===== src/rtl/uart_tx_port_if.sv =====
`default_nettype none
// ============================================================================
// Module      : uart_tx_port_if
// Description : CPU-side bus and serial-line bundle for uart_tx_port.
//               master = CPU / bench side, slave = UART port side.
//   address  [15:0]  CPU bus address
//   write_en         CPU write strobe
//   data_in  [7:0]   CPU write data
//   data_out [7:0]   status read data (combinational)
//   sel              address decode hit (combinational)
//   tx               serial output, idle high
//   tx_busy          transmitter not idle
// Revision    : 1.0 - initial release
// ============================================================================
interface uart_tx_port_if;
    logic [15:0] address;
    logic        write_en;
    logic [7:0]  data_in;
    logic [7:0]  data_out;
    logic        sel;
    logic        tx;
    logic        tx_busy;

    modport master (
        output address, write_en, data_in,
        input  data_out, sel, tx, tx_busy
    );

    modport slave (
        input  address, write_en, data_in,
        output data_out, sel, tx, tx_busy
    );
endinterface
`default_nettype wire


===== src/rtl/uart_tx_port.sv =====
`default_nettype none
// ============================================================================
// Module      : uart_tx_port
// Description : Memory-mapped 8N1 UART transmitter with a small write FIFO.
//               Data register at BASE_ADDR (write pushes a byte), status
//               register at BASE_ADDR+1 (read {4'b0,overflow,busy,empty,full},
//               any write clears overflow).
//   clock        system clock, rising edge
//   reset        asynchronous active-high reset
//   bus          uart_tx_port_if.slave (address/write_en/data_in in,
//                data_out/sel/tx/tx_busy out)
// Revision    : 1.0 - initial release
// ============================================================================
module uart_tx_port #(
    parameter logic [15:0] BASE_ADDR    = 16'hf010,
    parameter int          CLKS_PER_BIT = 4,
    parameter int          FIFO_AW      = 2
) (
    input wire              clock,
    input wire              reset,
    uart_tx_port_if.slave   bus
);

    localparam int              c_DEPTH     = 2 ** FIFO_AW;
    localparam logic [15:0]     c_STAT_ADDR = BASE_ADDR + 16'd1;
    // A 1-bit counter is kept even when CLKS_PER_BIT=1; it simply never moves.
    localparam int              c_BAUD_W    = (CLKS_PER_BIT > 1) ? $clog2(CLKS_PER_BIT) : 1;
    localparam logic [c_BAUD_W-1:0] c_BAUD_LAST = c_BAUD_W'(CLKS_PER_BIT - 1);
    localparam logic [FIFO_AW:0]    c_FULL_CNT  = (FIFO_AW + 1)'(c_DEPTH);

    typedef enum logic [1:0] {
        S_IDLE  = 2'd0,
        S_START = 2'd1,
        S_DATA  = 2'd2,
        S_STOP  = 2'd3
    } state_t;

    // ------------------------------------------------------------------
    // Storage
    // ------------------------------------------------------------------
    logic [7:0]         fifo_mem_q [c_DEPTH];
    logic [FIFO_AW-1:0] wr_ptr_q, wr_ptr_d;
    logic [FIFO_AW-1:0] rd_ptr_q;
    logic [FIFO_AW:0]   count_q, count_d;
    logic               overflow_q, overflow_d;

    state_t             state_q;
    logic               tx_q;
    logic               tx_busy_q;
    logic [7:0]         shift_q;
    logic [c_BAUD_W-1:0] baud_q;
    logic [2:0]         bit_idx_q;

    // ------------------------------------------------------------------
    // Decode and FIFO control
    // ------------------------------------------------------------------
    logic w_empty, w_full, w_pop, w_push_req, w_push, w_ovf_evt, w_stat_wr, w_baud_done;

    assign w_empty    = (count_q == '0);
    assign w_full     = (count_q == c_FULL_CNT);
    // The FSM drains the FIFO whenever it is idle; this is the only pop source.
    assign w_pop      = (state_q == S_IDLE) && !w_empty;
    assign w_push_req = bus.write_en && (bus.address == BASE_ADDR);
    // A full FIFO still accepts a byte when a pop frees a slot on the same edge.
    assign w_push     = w_push_req && (!w_full || w_pop);
    assign w_ovf_evt  = w_push_req && w_full && !w_pop;
    assign w_stat_wr  = bus.write_en && (bus.address == c_STAT_ADDR);
    assign w_baud_done = (baud_q == c_BAUD_LAST);

    always_comb begin
        wr_ptr_d   = wr_ptr_q;
        count_d    = count_q;
        overflow_d = overflow_q;

        if (w_push) begin
            wr_ptr_d = wr_ptr_q + 1'b1;
        end

        case ({w_push, w_pop})
            2'b10:   count_d = count_q + 1'b1;
            2'b01:   count_d = count_q - 1'b1;
            default: count_d = count_q;
        endcase

        // Setting wins over a same-edge clear.
        if (w_ovf_evt) begin
            overflow_d = 1'b1;
        end else if (w_stat_wr) begin
            overflow_d = 1'b0;
        end
    end

    always_ff @(posedge clock or posedge reset) begin
        if (reset) begin
            wr_ptr_q   <= '0;
            count_q    <= '0;
            overflow_q <= 1'b0;
        end else begin
            wr_ptr_q   <= wr_ptr_d;
            count_q    <= count_d;
            overflow_q <= overflow_d;
        end
    end

    // Data array needs no reset: the pointers/count define what is valid.
    always_ff @(posedge clock) begin
        if (w_push) begin
            fifo_mem_q[wr_ptr_q] <= bus.data_in;
        end
    end

    // ------------------------------------------------------------------
    // Transmit FSM; tx and tx_busy are registered alongside the state.
    // ------------------------------------------------------------------
    always_ff @(posedge clock or posedge reset) begin
        if (reset) begin
            state_q   <= S_IDLE;
            tx_q      <= 1'b1;
            tx_busy_q <= 1'b0;
            shift_q   <= '0;
            baud_q    <= '0;
            bit_idx_q <= '0;
            rd_ptr_q  <= '0;
        end else begin
            case (state_q)
                S_IDLE: begin
                    tx_q <= 1'b1;
                    if (w_pop) begin
                        shift_q   <= fifo_mem_q[rd_ptr_q];
                        rd_ptr_q  <= rd_ptr_q + 1'b1;
                        baud_q    <= '0;
                        state_q   <= S_START;
                        tx_q      <= 1'b0;
                        tx_busy_q <= 1'b1;
                    end else begin
                        tx_busy_q <= 1'b0;
                    end
                end

                S_START: begin
                    if (w_baud_done) begin
                        baud_q    <= '0;
                        bit_idx_q <= '0;
                        state_q   <= S_DATA;
                        tx_q      <= shift_q[0];
                    end else begin
                        baud_q <= baud_q + 1'b1;
                    end
                end

                S_DATA: begin
                    if (w_baud_done) begin
                        baud_q  <= '0;
                        shift_q <= {1'b0, shift_q[7:1]};
                        if (bit_idx_q == 3'd7) begin
                            state_q <= S_STOP;
                            tx_q    <= 1'b1;
                        end else begin
                            bit_idx_q <= bit_idx_q + 1'b1;
                            // Next bit is the one about to land in shift_q[0].
                            tx_q      <= shift_q[1];
                        end
                    end else begin
                        baud_q <= baud_q + 1'b1;
                    end
                end

                S_STOP: begin
                    if (w_baud_done) begin
                        baud_q    <= '0;
                        state_q   <= S_IDLE;
                        tx_q      <= 1'b1;
                        tx_busy_q <= 1'b0;
                    end else begin
                        baud_q <= baud_q + 1'b1;
                    end
                end

                default: begin
                    state_q   <= S_IDLE;
                    tx_q      <= 1'b1;
                    tx_busy_q <= 1'b0;
                end
            endcase
        end
    end

    // ------------------------------------------------------------------
    // Outputs
    // ------------------------------------------------------------------
    assign bus.tx      = tx_q;
    assign bus.tx_busy = tx_busy_q;
    assign bus.sel     = (bus.address == BASE_ADDR) || (bus.address == c_STAT_ADDR);
    assign bus.data_out = (!bus.write_en && (bus.address == c_STAT_ADDR))
                        ? {4'b0000, overflow_q, tx_busy_q, w_empty, w_full}
                        : 8'h00;

endmodule
`default_nettype wire


===== src/flat_wrapper.sv =====
// flat-port wrapper written by rule: the top's interface ports become plain ports
module uart_tx_port_flat 
#(
    parameter logic [15:0] BASE_ADDR    = 16'hf010,
    parameter int          CLKS_PER_BIT = 4,
    parameter int          FIFO_AW      = 2
)
  (clock, reset, bus_address, bus_write_en, bus_data_in, bus_data_out, bus_sel, bus_tx, bus_tx_busy);
  uart_tx_port_if bus_i ();
  input wire clock;
  input wire reset;
  input wire logic [$bits(bus_i.address)-1:0] bus_address;
  input wire logic [$bits(bus_i.write_en)-1:0] bus_write_en;
  input wire logic [$bits(bus_i.data_in)-1:0] bus_data_in;
  output wire logic [$bits(bus_i.data_out)-1:0] bus_data_out;
  output wire logic [$bits(bus_i.sel)-1:0] bus_sel;
  output wire logic [$bits(bus_i.tx)-1:0] bus_tx;
  output wire logic [$bits(bus_i.tx_busy)-1:0] bus_tx_busy;
  assign bus_i.address = bus_address;
  assign bus_i.write_en = bus_write_en;
  assign bus_i.data_in = bus_data_in;
  assign bus_data_out = bus_i.data_out;
  assign bus_sel = bus_i.sel;
  assign bus_tx = bus_i.tx;
  assign bus_tx_busy = bus_i.tx_busy;
  uart_tx_port #(.BASE_ADDR(BASE_ADDR), .CLKS_PER_BIT(CLKS_PER_BIT), .FIFO_AW(FIFO_AW)) u_core (.clock(clock), .reset(reset), .bus(bus_i));
endmodule

===== config.mk =====
export PLATFORM = sky130hd
export DESIGN_NAME = uart_tx_port_flat
export DESIGN_NICKNAME = d
export VERILOG_FILES = /design/src/rtl/uart_tx_port_if.sv /design/src/rtl/uart_tx_port.sv /design/src/flat_wrapper.sv
export SDC_FILE = /design/constraint.sdc
export NUM_CORES = 1
export LEC_CHECK = 0
export CORE_ASPECT_RATIO = 0.8
export CORE_UTILIZATION = 30
export CTS_CLUSTER_SIZE = 12
export DETAILED_ROUTE_END_ITERATION = 6
export GPL_TIMING_DRIVEN = 0
export PLACE_DENSITY_LB_ADDON = 0.12
export SETUP_SLACK_MARGIN = 0.5
export SYNTH_ARGS = -nofsm -noshare
export SYNTH_HDL_FRONTEND = slang
export SYNTH_SLANG_ARGS = --single-unit

===== constraint.sdc =====
create_clock -name clock -period 4.2 [get_ports clock]
set_input_delay 1.26 -clock clock [delete_from_list [all_inputs] [get_ports clock]]
set_output_delay 1.26 -clock clock [all_outputs]
set_load 0.02 [all_outputs]

==> results of run 1 <==
[per-layer routing]
| layer | GRT usage | vias to the layer above | share of wire |
|---|---|---|---|
| li1 | - | 785 | - |
| met4 | 0.0560 | 0 | 0.013 |
| met5 | 0 | - | 0 |
| met3 | 0.0547 | 7 | 0.047 |
| met1 | 0.150 | 751 | 0.50 |
| met2 | 0.165 | 26 | 0.44 |
[what timing repair did]
action	CTS	global route
gates resized for setup	63	6
setup buffers	2	0
endpoints found under the setup margin	5	5
pin swaps	5	4
[through the flow]
step | hold WS, ps | total power [W] | std cells | utilization | area (um^2)
CTS | 505 | 0.00201 | 356 | 0.389 | 3310
floorplan | 454 | 0.00132 | 193 | - | 2660
global route | 534 | 0.00214 | 356 | 0.390 | 3320
global placement | 477 | 0.00149 | 338 | 0.367 | 3130
detailed placement | 494 | 0.00150 | 338 | 0.367 | 3130
finish | 495 | 0.00198 | 356 | 0.390 | 3320
[worst min-delay path, delay by kind of cell (launching register included)]
family | cells | cell delay [ps]
DFF | 1 | 350
AOI/OAI and AO/OA | 1 | 60
and+or+nand+nor | 1 | 50
[logic make-up after synthesis]
group	share of synthesized area
xor+xnor	0.0166
buf+inv	0.0365
fa+ha+maj	0.0598
flops	0.602
compound gates	0.0669
mux	0.111
simple gates	0.106
other cells	0.00142
[where the power goes]
group          leakage (nW)  switching (W)  internal, W
registers             0.576      0.0000698     0.000708
logic                 0.659       0.000367     0.000329
clock network        0.0993       0.000216     0.000289
[sequential cells by signal, summed over array words and instances, names as in the netlist, 2 cells and up]
signal / flops
u_core.fifo_mem_q: 32
u_core.shift_q: 8
u_core.bit_idx_q: 3
u_core.count_q: 3
u_core.baud_q: 2
u_core.rd_ptr_q: 2
u_core.state_q: 2
u_core.wr_ptr_q: 2
[path summary, 6_finish.rpt]
check	depth (start not counted)	endpoint	slack, ps	start
setup reg to reg	7	u_core.fifo_mem_q[1][0]	1880	u_core.state_q[1]
hold reg to reg	2	u_core.baud_q[1]	490	u_core.baud_q[1]
hold / removal	2	u_core.baud_q[1]	490	u_core.baud_q[1]
max in group asynchronous	2	u_core.bit_idx_q[1]	2120	reset
min in group asynchronous	2	u_core.wr_ptr_q[1]	1450	reset
setup / recovery	6	bus_data_out[0]	200	bus_address[7]
[placed cells by master, fill, tap and decap left out, types with 8 or more instances in the layout]
master	instances
ha_1	11
mux2i_1	10
nand2_1	8
mux4_2	8
clkdlybuf4s50_1	16
edfxtp_1	32
inv_1	9
buf_6	9
clkbuf_8	10
a21oi_1	8
dfrtp_1	24
nor2_1	13
[area by class of cell]
cell class	count	share of cell area
multi-input cells	115	0.294
clock inverters	5	0.0169
inverters	9	0.0102
plain buffers	12	0.0188
clock buffers	11	0.0425
repair buffers	35	0.0982
well taps	112	0.0422
flip-flops and latches	57	0.478
==> run metrics, run 1 <==
status complete, no violations; total track usage 0.116; cells taking the most area after synthesis edfxtp_1, dfrtp_1, mux4_2; Die W 107 um; CTS tree built; filler cell count 812; Synth Instances 190; I/O pins 38; Achievable Freq 250 MHz; vias in the first global route 1575; die area 0.00917 mm^2; final worst slack 205 ps; Post-Route WL 4.66 mm; DR vias 1569; Worst Path Max Fanout 4; first-pass GRT wire length 7.64 mm; grt ovf 0; sequential fraction of the synthesis area 0.602; Syn-to-layout area delta 26.1%; Crit. End Element output pin; WP data arrival 2740 ps; clk_lat worst skew 340 ps; share of layout cells above drive strength 1 0.238; Multi-input gate area 976 um^2; global placer's final weighted congestion 0.706; most frequent cell after synthesis edfxtp_1; P per Cell Area 595 mW/mm^2; CTS hold repair buffers 0; CTS sink count 57; H-tree levels 3; Fin. Hold Viols 0; CP delay by family, top simple AND/OR/NAND/NOR gates; Mapped Avg Cell Area 13.9 um^2; Final HPWL DP 3.30 mm; crit start category primary input; asr flop ratio synth 0.439; Clock Path Buffers 2; vias per inst 4.41; num rows 30; Setup WS pre-CTS -773 ps; MaxCap Viol Count 0; worst rel slew slack 0.328; pin count of the biggest net entering global routing 26; Most used DFF post-synth edfxtp_1; DR pass1 iterations 4; Yosys warnings 0; Worst EP required 2940 ps; Most common cell on crit path buf_6; clock root buffer clkbuf_8; setup TNS 0 ps; final setup fails 0; CP peak stage delay 540 ps; WP buf/inv 2; Reg area 0.00159 mm^2; initial antenna violation count 0; Starting Density 0.309; CP Class in2out; type of the worst min-delay path reg2reg; max-slew violation count 0; Cell Chain, Critical Path buf_6 > or4bb_4 > nor4_4 > and3b_2 > and3_4 > buf_6; post-synth top area share 0.364; Iter 0 DRT Violations 55; Core Area 0.00852 mm^2; clock-pin slew on the worst setup and hold paths 60 ps; port bufs 33; wire length per cell 13.1 um; RSZ-0062 raised after global routing yes; Tightest Pin Transition 1010 ps; DRC violations left 0; CP max-delay cell or4bb_4; Clock Skews 8.19 ps; Final ANT Viol Nets 0; fin crit share 0.951; Nets 278; P_leak 1.33 nW; Synth area leader edfxtp_1; Seq cells post-synth 57; Synth Cell Area 0.00264 mm^2; CTS buffer count 9; final worst path period need 4000 ps; maximum VDD drop 0.000209 V; Die Span Y 85.8 um; Inserted Diodes 0; Synth cell types 38; EDFF count, synth 32; Commonest cells post-synth edfxtp_1, dfrtp_1, nor2_1
(Power assumes the default switching activity.)
==> inputs of run 2 (changes only) <==
--- a/config.mk
+++ b/config.mk
@@ -6,6 +6,7 @@
 export NUM_CORES = 1
 export LEC_CHECK = 0
 export CORE_ASPECT_RATIO = 0.8
+export CORE_MARGIN = 2
 export CORE_UTILIZATION = 30
 export CTS_CLUSTER_SIZE = 12
 export DETAILED_ROUTE_END_ITERATION = 6
==> constraint.sdc (replaced) <==
create_clock -name clock -period 4.2 [get_ports clock]
set_input_delay 1.26 -clock clock [delete_from_list [all_inputs] [get_ports clock]]
set_output_delay 1.26 -clock clock [all_outputs]
set_load 0.1 [all_outputs]
==> run metrics, run 2 (synthesis results as in run 1) <==
P_leak 1.38 nW; CTS buffer count 9; wire length per cell 13.8 um; filler cell count 793; status complete, no violations; Starting Density 0.309; port bufs 33; Iter 0 DRT Violations 66; Syn-to-layout area delta 30.9%; Post-Route WL 4.96 mm; Achievable Freq 245 MHz; DR vias 1572; commonest cells after routing, fill and taps aside edfxtp_1, dfrtp_1, clkdlybuf4s50_1; CTS tree built; Cell Chain, Critical Path buf_6 > or4_4 > nor4_4 > and3b_2 > and3_4 > buf_12; Tightest Pin Transition 1030 ps; type of the worst min-delay path reg2reg; initial antenna violation count 0; CTS sink count 57; CP peak stage delay 540 ps; clock-pin slew on the worst setup and hold paths 60 ps; final cell count without fillers 359; CP max-delay cell or4_4; share of layout cells above drive strength 1 0.259; Die Span Y 87.8 um; clock root buffer clkbuf_8; fin crit share 0.972; P per Cell Area 626 mW/mm^2; clk_lat worst skew 330 ps; CP Class in2out; most common cell after layout, fill and taps aside edfxtp_1; Fin. Hold Viols 0; num rows 30; max-slew violation count 0; first-pass GRT wire length 8.30 mm; die area 0.00956 mm^2; Final ANT Viol Nets 0; Core Area 0.00852 mm^2; global placer's final weighted congestion 0.713; crit start category primary input; CP delay by family, top simple AND/OR/NAND/NOR gates; vias per inst 4.38; register with the highest flop count u_core.fifo_mem_q; Die W 109 um; grt ovf 0; final worst path period need 4080 ps; # placed instances 338; RSZ-0062 raised after global routing yes; pin count of the biggest net entering global routing 26; Nets 282; Inserted Diodes 0; Worst Path Max Fanout 4; worst rel slew slack 0.311; final setup fails 0; max FFs per register 32; worst reg2reg setup slack 1950 ps; WP buf/inv 2; WP data arrival 2820 ps; Clock Path Buffers 2; biggest regs u_core.fifo_mem_q x32, u_core.shift_q x8; H-tree levels 3; MaxCap Viol Count 0; Worst EP required 2940 ps; DR pass1 iterations 4; DRC violations left 0; Clock Skews 6.18 ps; vias in the first global route 1665; Fin Hold WS 500 ps; I/O pins 38; Multi-input gate area 990 um^2; Reg area 0.00159 mm^2; Crit. End Element output pin; maximum VDD drop 0.000265 V; total track usage 0.119; Final HPWL DP 3.42 mm
==> run 2: changes by cell type in the layout (fill, tap and decap cells not counted), moves of 2 or more <==
| cell | change |
|---|---|
| and2_4 | +7 |
| and2_2 | -3 |
| buf_12 | +5 |
| bufinv_16 | +2 |
| and2_1 | -4 |
| buf_4 | +2 |
| buf_6 | -4 |
| clkinv_2 | -2 |
==> run 2: power by group <==
group | leakage (nW) | internal [W] | switching (W)
logic | 0.697 | 0.000328 | 0.000440
registers | 0.576 | 0.000707 | 0.0000713
clock network | 0.109 | 0.000391 | 0.000222
total | 1.38 | 0.00143 | 0.000733
==> run 2: path summary, 6_finish.rpt <==
path | from | to | depth (start not counted)
min | u_core.baud_q[1] | u_core.baud_q[1] | 2
max in group asynchronous | reset | u_core.shift_q[2] | 2
max reg2reg | u_core.state_q[1] | u_core.count_q[2] | 8
min in group asynchronous | reset | u_core.wr_ptr_q[0] | 2
max | bus_address[11] | bus_data_out[0] | 6
min reg2reg | u_core.baud_q[1] | u_core.baud_q[1] | 2
==> run 2: per-layer routing <==
layer  wire length [um]  vias up  global-route usage
li1                   -      785                   -
met1               2440      758               0.154
met2               2300       24               0.179
met3                172        5              0.0469
met4                 46        0              0.0490
met5                  0        -                   0
==> run 2: timing repair <==
item	4_1_cts	5_1_grt
pin swaps	6	3
gates resized for setup	80	2
setup buffers	5	1
setup endpoints to repair	5	5
hold buffers	0	0
==> run 2: area by class of cell <==
type | instances | area share
plain buffers | 12 | 0.0199
clock buffers | 10 | 0.0370
clock inverters | 5 | 0.0304
inverters | 9 | 0.00979
multi-input cells | 115 | 0.287
flip-flops and latches | 57 | 0.460
well taps | 112 | 0.0406
repair buffers | 39 | 0.116
==> run 2: stage by stage <==
step / setup WS [ps] / area, um^2 / TNS (ps) / util / total power, W
global placement: -1320 / 3150 / -6080 / 0.369 / 0.00156
detailed placement: -1310 / 3150 / -6020 / 0.369 / 0.00157
floorplan: -852 / 2680 / -3330 / - / 0.00139
CTS: 110 / 3430 / 0 / 0.403 / 0.00218
finish: 119 / 3450 / 0 / 0.405 / 0.00216
global route: 53.8 / 3450 / 0 / 0.405 / 0.00231
==> run 2: worst register-to-register path: cells and delay by family, from the launching register on <==
| kind | cells | cell delay, ps |
|---|---|---|
| mux | 1 | 190 |
| compound gates | 1 | 260 |
| simple gates | 1 | 210 |
| flops | 1 | 410 |
| buf+inv | 2 | 440 |
| fa+ha+maj | 2 | 520 |
| xor+xnor | 1 | 150 |
==> inputs of run 3 (changes only) <==
--- a/config.mk
+++ b/config.mk
@@ -13,6 +13,8 @@
 export GPL_TIMING_DRIVEN = 0
 export PLACE_DENSITY_LB_ADDON = 0.12
 export SETUP_SLACK_MARGIN = 0.5
+export SLEW_MARGIN = 20
 export SYNTH_ARGS = -nofsm -noshare
 export SYNTH_HDL_FRONTEND = slang
 export SYNTH_SLANG_ARGS = --single-unit
+export TNS_END_PERCENT = 50
==> run metrics, run 3 (synthesis results as in run 1) <==
status complete, no violations; CTS buffer count 9; H-tree levels 3; Post-Route WL 4.92 mm; maximum VDD drop 0.000269 V; clock-pin slew on the worst setup and hold paths 60 ps; Inserted Diodes 0; port bufs 33; vias per inst 4.39; Die W 109 um; register with the highest flop count u_core.fifo_mem_q; CP Class in2out; most common cell after layout, fill and taps aside edfxtp_1; wire length per cell 13.9 um; first-pass GRT wire length 8.30 mm; Iter 0 DRT Violations 53; Multi-input gate area 985 um^2; clk_lat worst skew 330 ps; CTS sink count 57; Final HPWL DP 3.39 mm; commonest cells after routing, fill and taps aside edfxtp_1, dfrtp_1, clkdlybuf4s50_1; grt ovf 0; Final ANT Viol Nets 0; DR vias 1559; Achievable Freq 245 MHz; Reg area 0.00159 mm^2; P_leak 1.34 nW; CTS hold repair buffers 0; die area 0.00956 mm^2; num rows 30; Clock Path Buffers 2; final setup fails 0; RSZ-0062 raised after global routing yes; Tightest Pin Transition 959 ps; final cell count without fillers 355; P per Cell Area 622 mW/mm^2; crit start category primary input; I/O pins 38; pin count of the biggest net entering global routing 26; filler cell count 817; type of the worst min-delay path reg2reg; Crit. End Element output pin; clock root buffer clkbuf_8; vias in the first global route 1622; worst rel slew slack 0.358; global placer's final weighted congestion 0.723; fin crit share 0.973; Worst Path Max Fanout 4; Hold Path Stages 2; max FFs per register 32; Syn-to-layout area delta 27.5%; Die Span Y 87.8 um; Fin. Hold Viols 0; WP data arrival 2820 ps; Core Area 0.00852 mm^2; CTS tree built; Worst EP required 2940 ps; max-slew violation count 0; # placed instances 338; Clock Skews 6.29 ps; final worst path period need 4080 ps; MaxCap Viol Count 0; initial antenna violation count 0; FF-to-FF path depth 7; DR pass1 iterations 4; DRC violations left 0; biggest regs u_core.fifo_mem_q x32, u_core.shift_q x8; Starting Density 0.309; Nets 278; Fin Hold WS 490 ps; total track usage 0.118; share of layout cells above drive strength 1 0.243
[run 3: cell types whose count changed in the layout (fill, tap and decap cells not counted), moves of 2 or more]
cell    previous run  this run
buf_12             5         2
and2_4             7         5
and2_1             1         3
buf_4              8         6
[run 3: worst paths after layout]
check                             startpoint                       to  slack (ps)
setup / recovery              bus_address[2]          bus_data_out[0]         120
hold / removal              u_core.baud_q[1]         u_core.baud_q[1]         490
setup reg to reg           u_core.state_q[1]  u_core.fifo_mem_q[3][7]        1920
hold reg to reg             u_core.baud_q[1]         u_core.baud_q[1]         490
max in group asynchronous              reset        u_core.count_q[2]        2510
min in group asynchronous              reset       u_core.wr_ptr_q[1]        1290
[run 3: area by class of cell]
class                   instances  share of cell area
flip-flops and latches         57               0.472
plain buffers                  12              0.0205
well taps                     112              0.0417
clock inverters                 6              0.0249
inverters                       9              0.0100
multi-input cells             115               0.293
repair buffers                 35               0.101
clock buffers                   9              0.0368
[run 3: repair_timing]
item,4_1_cts,5_1_grt
gates cloned,0,0
buffers inserted,2,0
setup endpoints to repair,5,5
pin swaps,5,2
resized for setup,72,2
[run 3: metrics by stage]
stage	total power, W	TNS, ps	util	worst slack, ps	area [um^2]
floorplan	0.00139	-3330	-	-852	2670
finish	0.00209	0	0.395	115	3360
CTS	0.00212	0	0.393	99.3	3350
global route	0.00225	0	0.395	57.9	3360
detailed placement	0.00157	-6030	0.369	-1310	3140
global placement	0.00156	-6060	0.369	-1320	3140
[run 3: worst max-delay path: stages]
cell and delay [ps]:
buf_6 90, or4_4 530, nor4_4 300, and3b_2 270, and3_4 200, buf_12 170
[run 3: report_power, final]
group | internal (W) | switching (W) | leakage [nW]
combinational | 0.000329 | 0.000442 | 0.667
clock | 0.000327 | 0.000215 | 0.0987
sequential | 0.000707 | 0.0000700 | 0.576
total | 0.00136 | 0.000726 | 1.34
[run 3: per-layer routing]
metal | routed length (um) | GRT usage
met4 | 33 | 0.0350
met2 | 2260 | 0.170
met3 | 229 | 0.0521
met5 | 0 | 0
met1 | 2400 | 0.161
